===== config.mk =====
export PLATFORM = sky130hd
export DESIGN_NAME = io_uart_tx
export DESIGN_NICKNAME = d
export VERILOG_FILES = /design/src/rtl/io_uart_tx.sv
export SDC_FILE = /design/constraint.sdc
export NUM_CORES = 1
export LEC_CHECK = 0
export ABC_AREA = 1
export CELL_PAD_IN_SITES_DETAIL_PLACEMENT = 1
export CELL_PAD_IN_SITES_GLOBAL_PLACEMENT = 2
export CORE_AREA = 3 3 179 181
export CTS_CLUSTER_DIAMETER = 30
export DETAILED_ROUTE_END_ITERATION = 6
export DIE_AREA = 0 0 182 184
export PLACE_DENSITY_LB_ADDON = 0.2
export SYNTH_ARGS = -nofsm -noshare
export SYNTH_HDL_FRONTEND = slang
export SYNTH_SLANG_ARGS = --single-unit

===== constraint.sdc =====
create_clock -name clk_i -period 4 [get_ports clk_i]
set_clock_uncertainty 0.05 [all_clocks]
set_input_delay 0.8 -clock clk_i [delete_from_list [all_inputs] [get_ports clk_i]]
set_output_delay 0.8 -clock clk_i [all_outputs]
set_load 0.02 [all_outputs]

===== src/rtl/io_uart_tx.sv =====
// io_uart_tx: memory-mapped UART transmitter on the core store bus.
// Each contiguous byte store to TX_ADDR is captured once into a FIFO.
// The FIFO drains LSB first as 8N1 frames on tx_o.
// Optional build macro IO_UART_TX_PARITY_EN adds an even-parity bit
// between the data and stop bits, giving an 8E1 frame.
module io_uart_tx #(
  parameter logic [15:0] TX_ADDR      = 16'h0004,
  parameter int          CLKS_PER_BIT = 868,
  parameter int          FIFO_DEPTH   = 16
) (
  input  logic                              clk_i,
  input  logic                              rst_i,
  input  logic [15:0]                       addr_i,
  input  logic [15:0]                       data_i,
  input  logic [2:0]                        signals_i,
  output logic                              tx_o,
  output logic                              busy_o,
  output logic                              full_o,
  output logic [$clog2(FIFO_DEPTH+1)-1:0]   count_o,
  output logic                              overflow_o
);

  localparam int PTR_W  = $clog2(FIFO_DEPTH);
  localparam int CNT_W  = $clog2(FIFO_DEPTH + 1);
  localparam int BAUD_W = $clog2(CLKS_PER_BIT);

  localparam logic [CNT_W-1:0]  FULL_CNT    = CNT_W'(FIFO_DEPTH);
  localparam logic [BAUD_W-1:0] BAUD_RELOAD = BAUD_W'(CLKS_PER_BIT - 1);

`ifdef IO_UART_TX_PARITY_EN
  typedef enum logic [2:0] {S_IDLE, S_START, S_DATA, S_PARITY, S_STOP} state_t;
`else
  typedef enum logic [1:0] {S_IDLE, S_START, S_DATA, S_STOP} state_t;
`endif

  // Even parity of a data byte: the XOR of all eight bits.
  function automatic logic even_parity(input logic [7:0] b);
    return ^b;
  endfunction

  // Store-bus snoop and FIFO bookkeeping.
  logic              hit;
  logic              hit_q;
  logic              push;
  logic              push_ok;
  logic              pop;
  logic [PTR_W-1:0]  wr_ptr;
  logic [PTR_W-1:0]  rd_ptr;
  logic [7:0]        mem [FIFO_DEPTH];

  // Serialiser.
  state_t            state;
  logic [BAUD_W-1:0] baud_cnt;
  logic              baud_done;
  logic [2:0]        bit_idx;
  logic [7:0]        shift_q;
`ifdef IO_UART_TX_PARITY_EN
  logic              parity_q;
`endif

  // Upper data byte and the reg_write/branch flags carry nothing for us.
  logic              unused_bits;
  assign unused_bits = ^{data_i[15:8], signals_i[1:0]};

  // A store may be held for several cycles; only its first cycle pushes.
  assign hit  = signals_i[2] && (addr_i == TX_ADDR);
  assign push = hit && !hit_q;

  // The idle serialiser takes the head whenever something is queued. Count
  // is registered, so a push landing in an empty FIFO is popped one cycle
  // later, never in the same cycle.
  assign pop = (state == S_IDLE) && (count_o != '0);

  // A simultaneous pop frees a slot, so a push into a full FIFO still lands.
  assign push_ok   = push && ((count_o != FULL_CNT) || pop);
  assign full_o    = (count_o == FULL_CNT);
  assign baud_done = (baud_cnt == '0);

  // Edge detector, FIFO pointers, occupancy and sticky overflow flag.
  always_ff @(posedge clk_i) begin
    if (rst_i) begin
      hit_q      <= 1'b0;
      wr_ptr     <= '0;
      rd_ptr     <= '0;
      count_o    <= '0;
      overflow_o <= 1'b0;
    end else begin
      hit_q <= hit;
      if (push_ok) begin
        wr_ptr <= wr_ptr + PTR_W'(1);
      end
      if (pop) begin
        rd_ptr <= rd_ptr + PTR_W'(1);
      end
      if (push && !push_ok) begin
        overflow_o <= 1'b1;
      end
      case ({push_ok, pop})
        2'b10:   count_o <= count_o + CNT_W'(1);
        2'b01:   count_o <= count_o - CNT_W'(1);
        default: count_o <= count_o;
      endcase
    end
  end

  // FIFO storage; contents are meaningless until the pointers say otherwise.
  always_ff @(posedge clk_i) begin
    if (push_ok) begin
      mem[wr_ptr] <= data_i[7:0];
    end
  end

  // Shift register loaded on pop and shifted right as each data bit ends.
  always_ff @(posedge clk_i) begin
    if (pop) begin
      shift_q <= mem[rd_ptr];
`ifdef IO_UART_TX_PARITY_EN
      parity_q <= even_parity(mem[rd_ptr]);
`endif
    end else if ((state == S_DATA) && baud_done) begin
      shift_q <= {1'b0, shift_q[7:1]};
    end
  end

  // Frame sequencer; tx_o and busy_o are registered alongside the state.
  always_ff @(posedge clk_i) begin
    if (rst_i) begin
      state    <= S_IDLE;
      tx_o     <= 1'b1;
      busy_o   <= 1'b0;
      baud_cnt <= '0;
      bit_idx  <= '0;
    end else begin
      case (state)
        S_IDLE: begin
          tx_o <= 1'b1;
          if (count_o != '0) begin
            state    <= S_START;
            busy_o   <= 1'b1;
            tx_o     <= 1'b0;
            baud_cnt <= BAUD_RELOAD;
          end
        end

        S_START: begin
          if (baud_done) begin
            state    <= S_DATA;
            tx_o     <= shift_q[0];
            baud_cnt <= BAUD_RELOAD;
            bit_idx  <= '0;
          end else begin
            baud_cnt <= baud_cnt - BAUD_W'(1);
          end
        end

        S_DATA: begin
          if (baud_done) begin
            baud_cnt <= BAUD_RELOAD;
            if (bit_idx == 3'd7) begin
`ifdef IO_UART_TX_PARITY_EN
              state <= S_PARITY;
              tx_o  <= parity_q;
`else
              state <= S_STOP;
              tx_o  <= 1'b1;
`endif
            end else begin
              // shift_q moves right on this same edge, so bit 1 is next.
              bit_idx <= bit_idx + 3'd1;
              tx_o    <= shift_q[1];
            end
          end else begin
            baud_cnt <= baud_cnt - BAUD_W'(1);
          end
        end

`ifdef IO_UART_TX_PARITY_EN
        S_PARITY: begin
          if (baud_done) begin
            state    <= S_STOP;
            tx_o     <= 1'b1;
            baud_cnt <= BAUD_RELOAD;
          end else begin
            baud_cnt <= baud_cnt - BAUD_W'(1);
          end
        end
`endif

        S_STOP: begin
          tx_o <= 1'b1;
          if (baud_done) begin
            // Back to IDLE for one cycle; that cycle pops the next byte.
            state  <= S_IDLE;
            busy_o <= 1'b0;
          end else begin
            baud_cnt <= baud_cnt - BAUD_W'(1);
          end
        end

        default: begin
          state  <= S_IDLE;
          tx_o   <= 1'b1;
          busy_o <= 1'b0;
        end
      endcase
    end
  end

endmodule


==> results of run 1 <==
## flip-flops by register name, summed over array words and instances (netlist names), named ones only
register and cells:
mem 128, baud_cnt 10, shift_q 8, count_o 5, rd_ptr 4, wr_ptr 4
bit_idx 3, state 2, busy_o 1, hit_q 1, overflow_o 1, tx_o 1
## power by group through the flow
stage,clock [mW],sequential (mW),combinational [mW]
2_1_floorplan,0,2.27,1.56
6_report,1.75,2.26,2.10
4_1_cts,1.80,2.26,2.17
3_3_place_gp,0,2.29,2.10
5_1_grt,1.88,2.28,2.43
3_5_place_dp,0,2.30,2.16
## how the worst max path moves through the flow
stage / startpoint / end / slack, ns / depth (start not counted)
after global routing: addr_i[2] / count_o[4] / 0.94 / 14
after detailed placement: addr_i[13] / mem[14][7] / 0.68 / 9
final: addr_i[13] / count_o[4] / 1.16 / 15
after floorplan: addr_i[11] / count_o[4] / 1.51 / 14
after global placement: addr_i[15] / mem[14][1] / 0.80 / 9
after CTS: addr_i[13] / mem[14][5] / 1.16 / 9
## area by class of cell
class                           count  share of cell area, %
Inverter                           51                  2.126
Clock buffer                       17                  4.664
Tap cell                          396                  5.432
Clock inverter                     15                  2.209
Timing Repair Buffer               59                  5.816
Multi-Input combinational cell    465                  27.05
Sequential cell                   172                  52.70
## metal layers
layer / GRT usage, % / up-vias / share of wire [%]
li1: - / 2597 / -
met1: 15.87 / 2676 / 47
met2: 21.97 / 65 / 50
met3: 2.394 / 21 / 2.0
met4: 3.443 / 0 / 1.4
met5: 0 / - / 0
## placed cells by master (no fill, tap or decap), types with 2 or more instances in the layout
master,netlist,layout
a21oi_1,17,17
a21oi_2,3,3
a31oi_1,8,8
buf_4,5,24
bufinv_16,0,3
clkbuf_16,0,17
clkdlybuf4s50_1,0,35
clkinv_1,4,4
clkinv_2,2,3
clkinvlp_4,0,2
dfxtp_1,36,34
dfxtp_2,0,2
edfxtp_1,136,136
ha_1,16,16
inv_1,37,37
inv_2,8,8
inv_6,0,5
inv_8,0,2
nand2_1,53,53
nand2_2,8,8
nand2_4,2,2
nand3_1,33,33
nand3_2,6,6
nand4_1,2,2
nand4_2,2,2
nor2_1,163,163
nor2_2,10,10
nor2_4,2,2
nor3_1,2,2
o211ai_1,31,31
o21ai_0,68,68
o21ai_1,19,19
o22ai_1,3,3
xor2_1,6,6
## worst register-to-register path, cell delays in order, from the launching register on
cell	delay [ns]
dfxtp_1	0.35
inv_1	0.10
ha_1	0.27
nand2_2	0.22
inv_2	0.34
nand2_2	0.13
inv_1	0.16
ha_1	0.30
a21o_1	0.17
a31oi_1	0.20
inv_1	0.07
nand2_1	0.09
nand3_1	0.08
nand2_1	0.07
nor2_1	0.06
## logic make-up (layout without fill, tap and decap cells)
| group | count (synthesis) | in the layout | synth area share [%] |
|---|---|---|---|
| AOI/OAI and AO/OA | 154 | 154 | 11.65 |
| xor gates and xnor gates | 7 | 7 | 0.8041 |
| adders and majority gates | 17 | 17 | 2.888 |
| buffers and inverters | 77 | 142 | 4.628 |
| DFF | 172 | 172 | 63.01 |
| and+or+nand+nor | 287 | 287 | 17.02 |
==> reports/results.txt, run 1 <==
Run status -> finished, final reports clean
DRT antenna net count -> 0
Post-synth top cells -> nor2_1 (163), edfxtp_1 (136), o21ai_0 (68), nand2_1 (53), inv_1 (37)
Most used DFF post-synth -> edfxtp_1
GRT overflow -> 0
Part of the power in registers -> 37.0%
Syn Area/Cell -> 10.68 um^2
Bufs and invs on worst path -> 3
Worst Setup Start Kind -> input port
Worst r2r dst -> count_o[4]
Fraction of registers with async set/reset -> 0%
Ranking of synthesized cells by area -> edfxtp_1 (54%), dfxtp_1 (9.5%), nor2_1 (8.0%)
Iter 0 DRT Violations -> 258
Drt first pass iters -> 4
Site Rows -> 64
GP Congestion -> 0.7738
CP endpoint kind -> register
Ys Warns -> 0
FMAX -> 352.5 MHz
Hold EP -> busy_o
Worst-path cell chain -> clkdlybuf4s50_1, nor2_1, nand2_1, nor2_1, nand4_2, nand2_2, inv_1, ha_1, a21o_1, a31oi_1, inv_1, nand2_1, nand3_1, nand2_1, nor2_1
#FFs+latches synth -> 172
Num ports -> 46
WHS -> 0.4206 ns
Crit share post-route -> 70.92%
Layout area overhead -> 19.63%
Mapped Nets -> 768
Combinational Power Share -> 34.5%
Vias in the first global route -> 5720
Pwr Total -> 6.108 mW
First-pass GRT wire length -> 32330 um
Ant. Diodes -> 0
Psw -> 2.269 mW
Pin count of the biggest net entering global routing -> 65
Slew @ Worst Pin -> 0.8095 ns
Slowest cell on crit path -> clkdlybuf4s50_1
Drt total wl -> 20260 um
Max cap viols -> 0
Slew Viols, Final -> 0
Crit path largest cell delay -> 0.43 ns
DRC viols -> 0
EDFF count, synth -> 136
Total CTS buffers -> 17
Inst Count DP -> 1143
Mapped Area -> 7625 um^2
Via Count -> 5359
CP top delay family -> simple AND/OR/NAND/NOR gates
R2R cell count -> 14
Clock-pin slew on the worst setup and hold paths -> 0.07 ns
Clk_lat worst skew -> 0.43 ns
Dpl hpwl -> 13580 um
RSZ-0062 raised after global routing -> no
Filler cell count -> 3431
Endpoints failing setup -> 0
Die Y -> 184 um
Critical path class -> in2reg
Fin crit period -> 2.837 ns
Non-filler instance count after layout -> 1175
Wirelength per Cell -> 17.24 um
Yosys cell types -> 41
Post-Place Cell Area -> 8494 um^2
Internal power -> 3.840 mW
Worst Slack Setup Final -> 1.163 ns
LEAKAGE -> 3.179 nW
Die area -> 33490 um^2
Hold Crit Start -> busy_o
Switching Fraction -> 37.14%
Vias per cell -> 4.561
Initial Util -> 24.93%
GRT Resource Usage Total -> 12.54%
Worst min path class -> reg2reg
Register area -> 4807 um^2
Final Hold Fails -> 0
Die X -> 182 um
H-tree depth -> 4
Syn Inst Count -> 714
R2r setup slk -> 1.25 ns
Most frequent cell after synthesis -> nor2_1
RR Startpoint -> state[1]
Clock Sinks -> 172
TritonCTS clock tree -> yes
Post-route cell area -> 9121 um^2
Power Density -> 669.7 nW/um^2
Post-CTS resize count -> 0
Layout Utilization -> 29.82%
Critical Path Fanout Max -> 4
Hold Buf Count CTS -> 0
Register area share after synthesis -> 63.01%
Core footprint -> 30590 um^2
Yosys top cell area share -> 53.56%
Root Driver -> clkbuf_16
Post-synthesis cell type with the largest combined area -> edfxtp_1
Final #Nets -> 820
Crit path DAT -> 3.10 ns
Post-Place Worst Slack -> 0.6813 ns
Maximum VDD drop -> 285.9 uV
Clk pwr share -> 28.6%
Clock Tree Buf Depth -> 2
Slew Limit Headroom -> 45.95%
Footprint of the multi-input gates -> 2467 um^2
Setup repair bufs after CTS -> 0
Critical Path RT -> 4.26 ns
Layout cells sized above 1 -> 13.61%
Setup TNS -> 0 ns
Port buffer count -> 35
Worst hold path depth -> 2
Initial antenna violation count -> 0
No activity file was read; power rests on OpenSTA's default activity.
==> run 2, diff against run 1 <==
==> constraint.sdc (replaced) <==
create_clock -name clk_i -period 2.4 [get_ports clk_i]
set_clock_uncertainty 0.05 [all_clocks]
set_input_delay 0.48 -clock clk_i [delete_from_list [all_inputs] [get_ports clk_i]]
set_output_delay 0.48 -clock clk_i [all_outputs]
set_load 0.02 [all_outputs]
==> reports/results.txt, run 2 (synthesis gave the netlist of run 1 again) <==
Dpl hpwl -> 13620 um
Critical path class -> in2reg
Commonest non-fill, non-tap cell in the layout -> nor2_1
Ant. Diodes -> 0
Clk_lat worst skew -> 0.43 ns
Final #Nets -> 845
Drt total wl -> 20340 um
Biggest register -> mem
Layout cells sized above 1 -> 16.54%
Die Y -> 184 um
Clock Sinks -> 172
Die area -> 33490 um^2
DRC viols -> 0
Clock-pin slew on the worst setup and hold paths -> 0.06 ns
Vias in the first global route -> 5810
Num ports -> 46
Setup TNS -> 0 ns
Final Hold Fails -> 0
Slew Limit Headroom -> 54.84%
Commonest non-fill, non-tap cells in the layout -> nor2_1 (162), edfxtp_1 (136), o21ai_0 (68)
Core footprint -> 30590 um^2
Pwr Total -> 10.51 mW
Layout area overhead -> 22.91%
Footprint of the multi-input gates -> 2482 um^2
Pin count of the biggest net entering global routing -> 61
CP top delay family -> simple AND/OR/NAND/NOR gates
Wirelength per Cell -> 16.95 um
Slew @ Worst Pin -> 0.6753 ns
Critical Path RT -> 2.67 ns
Crit share post-route -> 94.69%
LEAKAGE -> 3.324 nW
Site Rows -> 64
Regs by FF count -> mem (128), baud_cnt (10), shift_q (8)
Number of flip-flops in the largest register -> 128
Run status -> finished, final reports clean
TritonCTS clock tree -> yes
Filler cell count -> 3456
Crit path largest cell delay -> 0.48 ns
Worst Setup Start Kind -> input port
Register area -> 4806 um^2
H-tree depth -> 4
Initial antenna violation count -> 0
GRT Resource Usage Total -> 12.53%
Slowest cell on crit path -> clkdlybuf4s50_1
Slew Viols, Final -> 0
Total CTS buffers -> 17
Fin crit period -> 2.272 ns
GRT overflow -> 0
Power Density -> 1122 nW/um^2
GP Congestion -> 0.7459
Bufs and invs on worst path -> 3
Iter 0 DRT Violations -> 309
Clock Tree Buf Depth -> 2
Root Driver -> clkbuf_16
Maximum VDD drop -> 461.8 uV
Worst min path class -> reg2reg
CP endpoint kind -> register
Vias per cell -> 4.528
Endpoints failing setup -> 0
Die X -> 182 um
WHS -> 0.4200 ns
FMAX -> 440.1 MHz
Max cap viols -> 0
Worst-path cell chain -> clkdlybuf4s50_1, nand4_1, nor2_2, nand4_2, nand2_2, inv_1, ha_1, a21o_1, a31oi_2, inv_1, nand2_1, nand3_1, nand2_1, nor2_1
Crit path DAT -> 2.55 ns
Critical Path Fanout Max -> 4
Initial Util -> 24.93%
Via Count -> 5433
Drt first pass iters -> 4
Port buffer count -> 35
Hold Buf Count CTS -> 0
First-pass GRT wire length -> 32500 um
DRT antenna net count -> 0
## run 2: cell count changes in the layout (fill, tap and decap cells not counted), moves of 2 or more
cell	before	now
buf_12	0	3
clkdlybuf4s50_1	35	33
inv_6	5	2
buf_4	24	46
## run 2: worst paths after layout
path,from,to,slack (ns),cells past startpoint
max,addr_i[2],count_o[4],0.13,14
min,bit_idx[1],bit_idx[1],0.42,2
max reg2reg,state[0],count_o[4],0.23,14
min reg2reg,bit_idx[1],bit_idx[1],0.42,2
## run 2: per-layer routing
metal | track usage, % | routed length [um]
met3 | 2.097 | 414
met5 | 0 | 0
met4 | 3.382 | 195
met1 | 16.17 | 9634
met2 | 21.82 | 10100
## run 2: worst register-to-register path, stage by stage (launching register included)
cell and delay, ns:
dfxtp_1 0.40, inv_1 0.09, ha_2 0.23, nand2_2 0.09, inv_2 0.05, nand2_2 0.06, inv_1 0.09, ha_1 0.31
a21o_1 0.18, a31oi_2 0.18, inv_1 0.06, nand2_1 0.10, nand3_1 0.07, nand2_1 0.06, nor2_1 0.04
## run 2: area by class of cell
| type | count | area share (%) |
|---|---|---|
| clock buffer | 18 | 4.579 |
| clock inverter | 14 | 2.216 |
| inverter | 51 | 2.069 |
| multi-input combinational | 465 | 26.49 |
| sequential | 172 | 51.28 |
| tap | 396 | 5.287 |
| timing repair buffer | 84 | 8.077 |
## run 2: through the flow
stage                     util (%)  setup slack [ns]  cell area (um^2)  cells
after global placement       28.45           -0.3094              8703   1166
after detailed placement     28.45           -0.3895              8703   1166
final                        30.64            0.1275              9371   1200
after floorplan                  -            0.2283              7625    714
after global routing         30.64         -0.005744              9371   1200
after CTS                    30.53           0.05749              9339   1198
## run 2: where the power goes
part / switching [mW] / internal [mW] / leakage [nW]
clock: 1.24 / 1.77 / 0.305
sequential: 0.194 / 3.53 / 1.52
combinational: 2.44 / 1.34 / 1.50
## run 2: what timing repair did
action | CTS | global route
gates resized for setup | 1 | 6
setup buffers | 0 | 2
endpoints found under the hold margin | 0 | 0
pin swaps | 0 | 2
endpoints found under the setup margin | 1 | 1
==> run 3, diff against run 2 <==
==> config.mk (replaced) <==
export PLATFORM = sky130hd
export DESIGN_NAME = io_uart_tx
export DESIGN_NICKNAME = d
export VERILOG_FILES = /design/src/rtl/io_uart_tx.sv
export SDC_FILE = /design/constraint.sdc
export NUM_CORES = 1
export LEC_CHECK = 0
export ABC_AREA = 1
export CORE_AREA = 3 3 179 181
export CTS_CLUSTER_DIAMETER = 30
export DETAILED_ROUTE_END_ITERATION = 6
export DIE_AREA = 0 0 182 184
export PLACE_DENSITY = 0.44
export REMOVE_ABC_BUFFERS = 1
export SYNTH_ARGS = -nofsm -noshare
export SYNTH_HDL_FRONTEND = slang
export SYNTH_SLANG_ARGS = --single-unit
==> reports/results.txt, run 3 (synthesis gave the netlist of run 1 again) <==
Core footprint -> 30590 um^2
Commonest non-fill, non-tap cell in the layout -> nor2_1
Worst-path cell chain -> clkdlybuf4s50_1, nand4_1, nor2_2, nand4_2, nand2_2, inv_1, fa_1, a31oi_2, nand2_1, a21oi_1, nor2_1
GRT overflow -> 0
Port buffer count -> 35
GRT Resource Usage Total -> 11.38%
Iter 0 DRT Violations -> 398
Commonest non-fill, non-tap cells in the layout -> nor2_1 (162), edfxtp_1 (136), o21ai_0 (68)
Slowest cell on crit path -> clkdlybuf4s50_1
CP endpoint kind -> register
Internal power -> 6.285 mW
Final #Nets -> 852
Register area -> 4807 um^2
Die X -> 182 um
Setup repair bufs after CTS -> 0
Vias in the first global route -> 5248
TritonCTS clock tree -> yes
Filler cell count -> 3187
Power Density -> 1075 nW/um^2
Critical path class -> in2reg
Clk_lat worst skew -> 0.43 ns
Worst Slack Setup Final -> 0.1910 ns
Post-Place Worst Slack -> -0.3183 ns
Pin count of the biggest net entering global routing -> 65
Part of the power in registers -> 36.9%
Worst min path class -> reg2reg
R2r setup slk -> 0.24 ns
Fin crit period -> 2.209 ns
Crit path DAT -> 2.48 ns
Maximum VDD drop -> 461.4 uV
Num ports -> 46
Drt total wl -> 18330 um
Wirelength per Cell -> 15.19 um
Critical Path Fanout Max -> 4
WHS -> 0.4221 ns
Setup TNS -> 0 ns
Pwr Total -> 10.03 mW
Run status -> finished, final reports clean
Layout cells sized above 1 -> 16.89%
Psw -> 3.747 mW
Die Y -> 184 um
Ant. Diodes -> 0
DRT antenna net count -> 0
GP Congestion -> 0.7482
Final Hold Fails -> 0
Clock Tree Buf Depth -> 2
Crit path largest cell delay -> 0.48 ns
RSZ-0062 raised after global routing -> yes
Biggest register -> mem
Post-Place Cell Area -> 8760 um^2
LEAKAGE -> 3.331 nW
CP top delay family -> simple AND/OR/NAND/NOR gates
Regs by FF count -> mem (128), baud_cnt (10), shift_q (8)
Combinational Power Share -> 36.8%
Critical Path RT -> 2.67 ns
Vias per cell -> 4.358
Max cap viols -> 0
Site Rows -> 64
First-pass GRT wire length -> 29500 um
Hold Buf Count CTS -> 0
DRC viols -> 0
FMAX -> 452.7 MHz
Die area -> 33490 um^2
Endpoints failing setup -> 0
Dpl hpwl -> 12110 um
Total CTS buffers -> 17
Root Driver -> clkbuf_16
Crit share post-route -> 92.04%
Slew Viols, Final -> 0
H-tree depth -> 4
Drt first pass iters -> 5
Footprint of the multi-input gates -> 2476 um^2
Via Count -> 5260
Slew @ Worst Pin -> 0.6407 ns
Worst Setup Start Kind -> input port
Switching Fraction -> 37.35%
Bufs and invs on worst path -> 2
Post-route cell area -> 9329 um^2
Initial Util -> 24.93%
Number of flip-flops in the largest register -> 128
Slew Limit Headroom -> 57.15%
Clk pwr share -> 26.3%
Initial antenna violation count -> 0
Clock Sinks -> 172
Layout area overhead -> 22.35%
Clock-pin slew on the worst setup and hold paths -> 0.07 ns
==> run 3: cell count changes in the layout (fill, tap and decap cells not counted), sizes merged <==
cell	before	now
bufinv	4	0
inv	50	54
dlygate4sd2	1	0
clkinvlp	2	1
clkdlybuf4s50	33	34
clkbuf	18	19
buf	49	56
==> run 3: final timing paths <==
| path | start | end | cells past startpoint |
|---|---|---|---|
| max | signals_i[2] | count_o[4] | 11 |
| max reg2reg | state[0] | mem[12][1] | 9 |
| min | busy_o | busy_o | 2 |
| min reg2reg | busy_o | busy_o | 2 |
==> run 3: cell type report <==
type / count / share of cell area, %
Clock buffer: 19 / 4.641
Tap cell: 396 / 5.311
Sequential cell: 172 / 51.53
Multi-Input combinational cell: 465 / 26.54
Clock inverter: 13 / 1.341
Inverter: 51 / 2.079
Timing Repair Buffer: 91 / 8.557
==> run 3: worst register-to-register path: stages, from the launching register on <==
cell	delay [ns]
dfxtp_1	0.34
inv_1	0.09
ha_1	0.28
inv_2	0.11
nand2_2	0.14
inv_2	0.08
nor2_4	0.18
nand2_1	0.16
nor2_1	0.23
buf_4	0.21
==> run 3: routing by layer <==
metal / global-route usage (%) / routed length, um / vias to the layer above
li1: - / - / 2665
met2: 18.73 / 8727 / 76
met4: 3.321 / 225 / 0
met3: 2.078 / 540 / 11
met5: 0 / 0 / -
met1: 15.38 / 8838 / 2508
==> run 3: power by group through the flow <==
stage / Combinational, mW / Clock, mW / Sequential [mW]
global route: 4.23 / 2.83 / 3.73
finish: 3.69 / 2.64 / 3.70
global placement: 3.73 / 0 / 3.77
CTS: 3.76 / 2.72 / 3.71
floorplan: 2.27 / 0 / 3.94
detailed placement: 3.74 / 0 / 3.77
==> run 3: through the flow <==
stage	utilization (%)	cells
after global placement	28.64	1175
final	30.50	1207
after floorplan	-	688
after detailed placement	28.64	1175
after global routing	30.50	1207
after CTS	30.46	1207
==> run 3: what timing repair did <==
item / in CTS / in global routing
endpoints found under the setup margin: 0 / 2
endpoints found under the hold margin: 0 / 0
gates resized for setup: 0 / 3
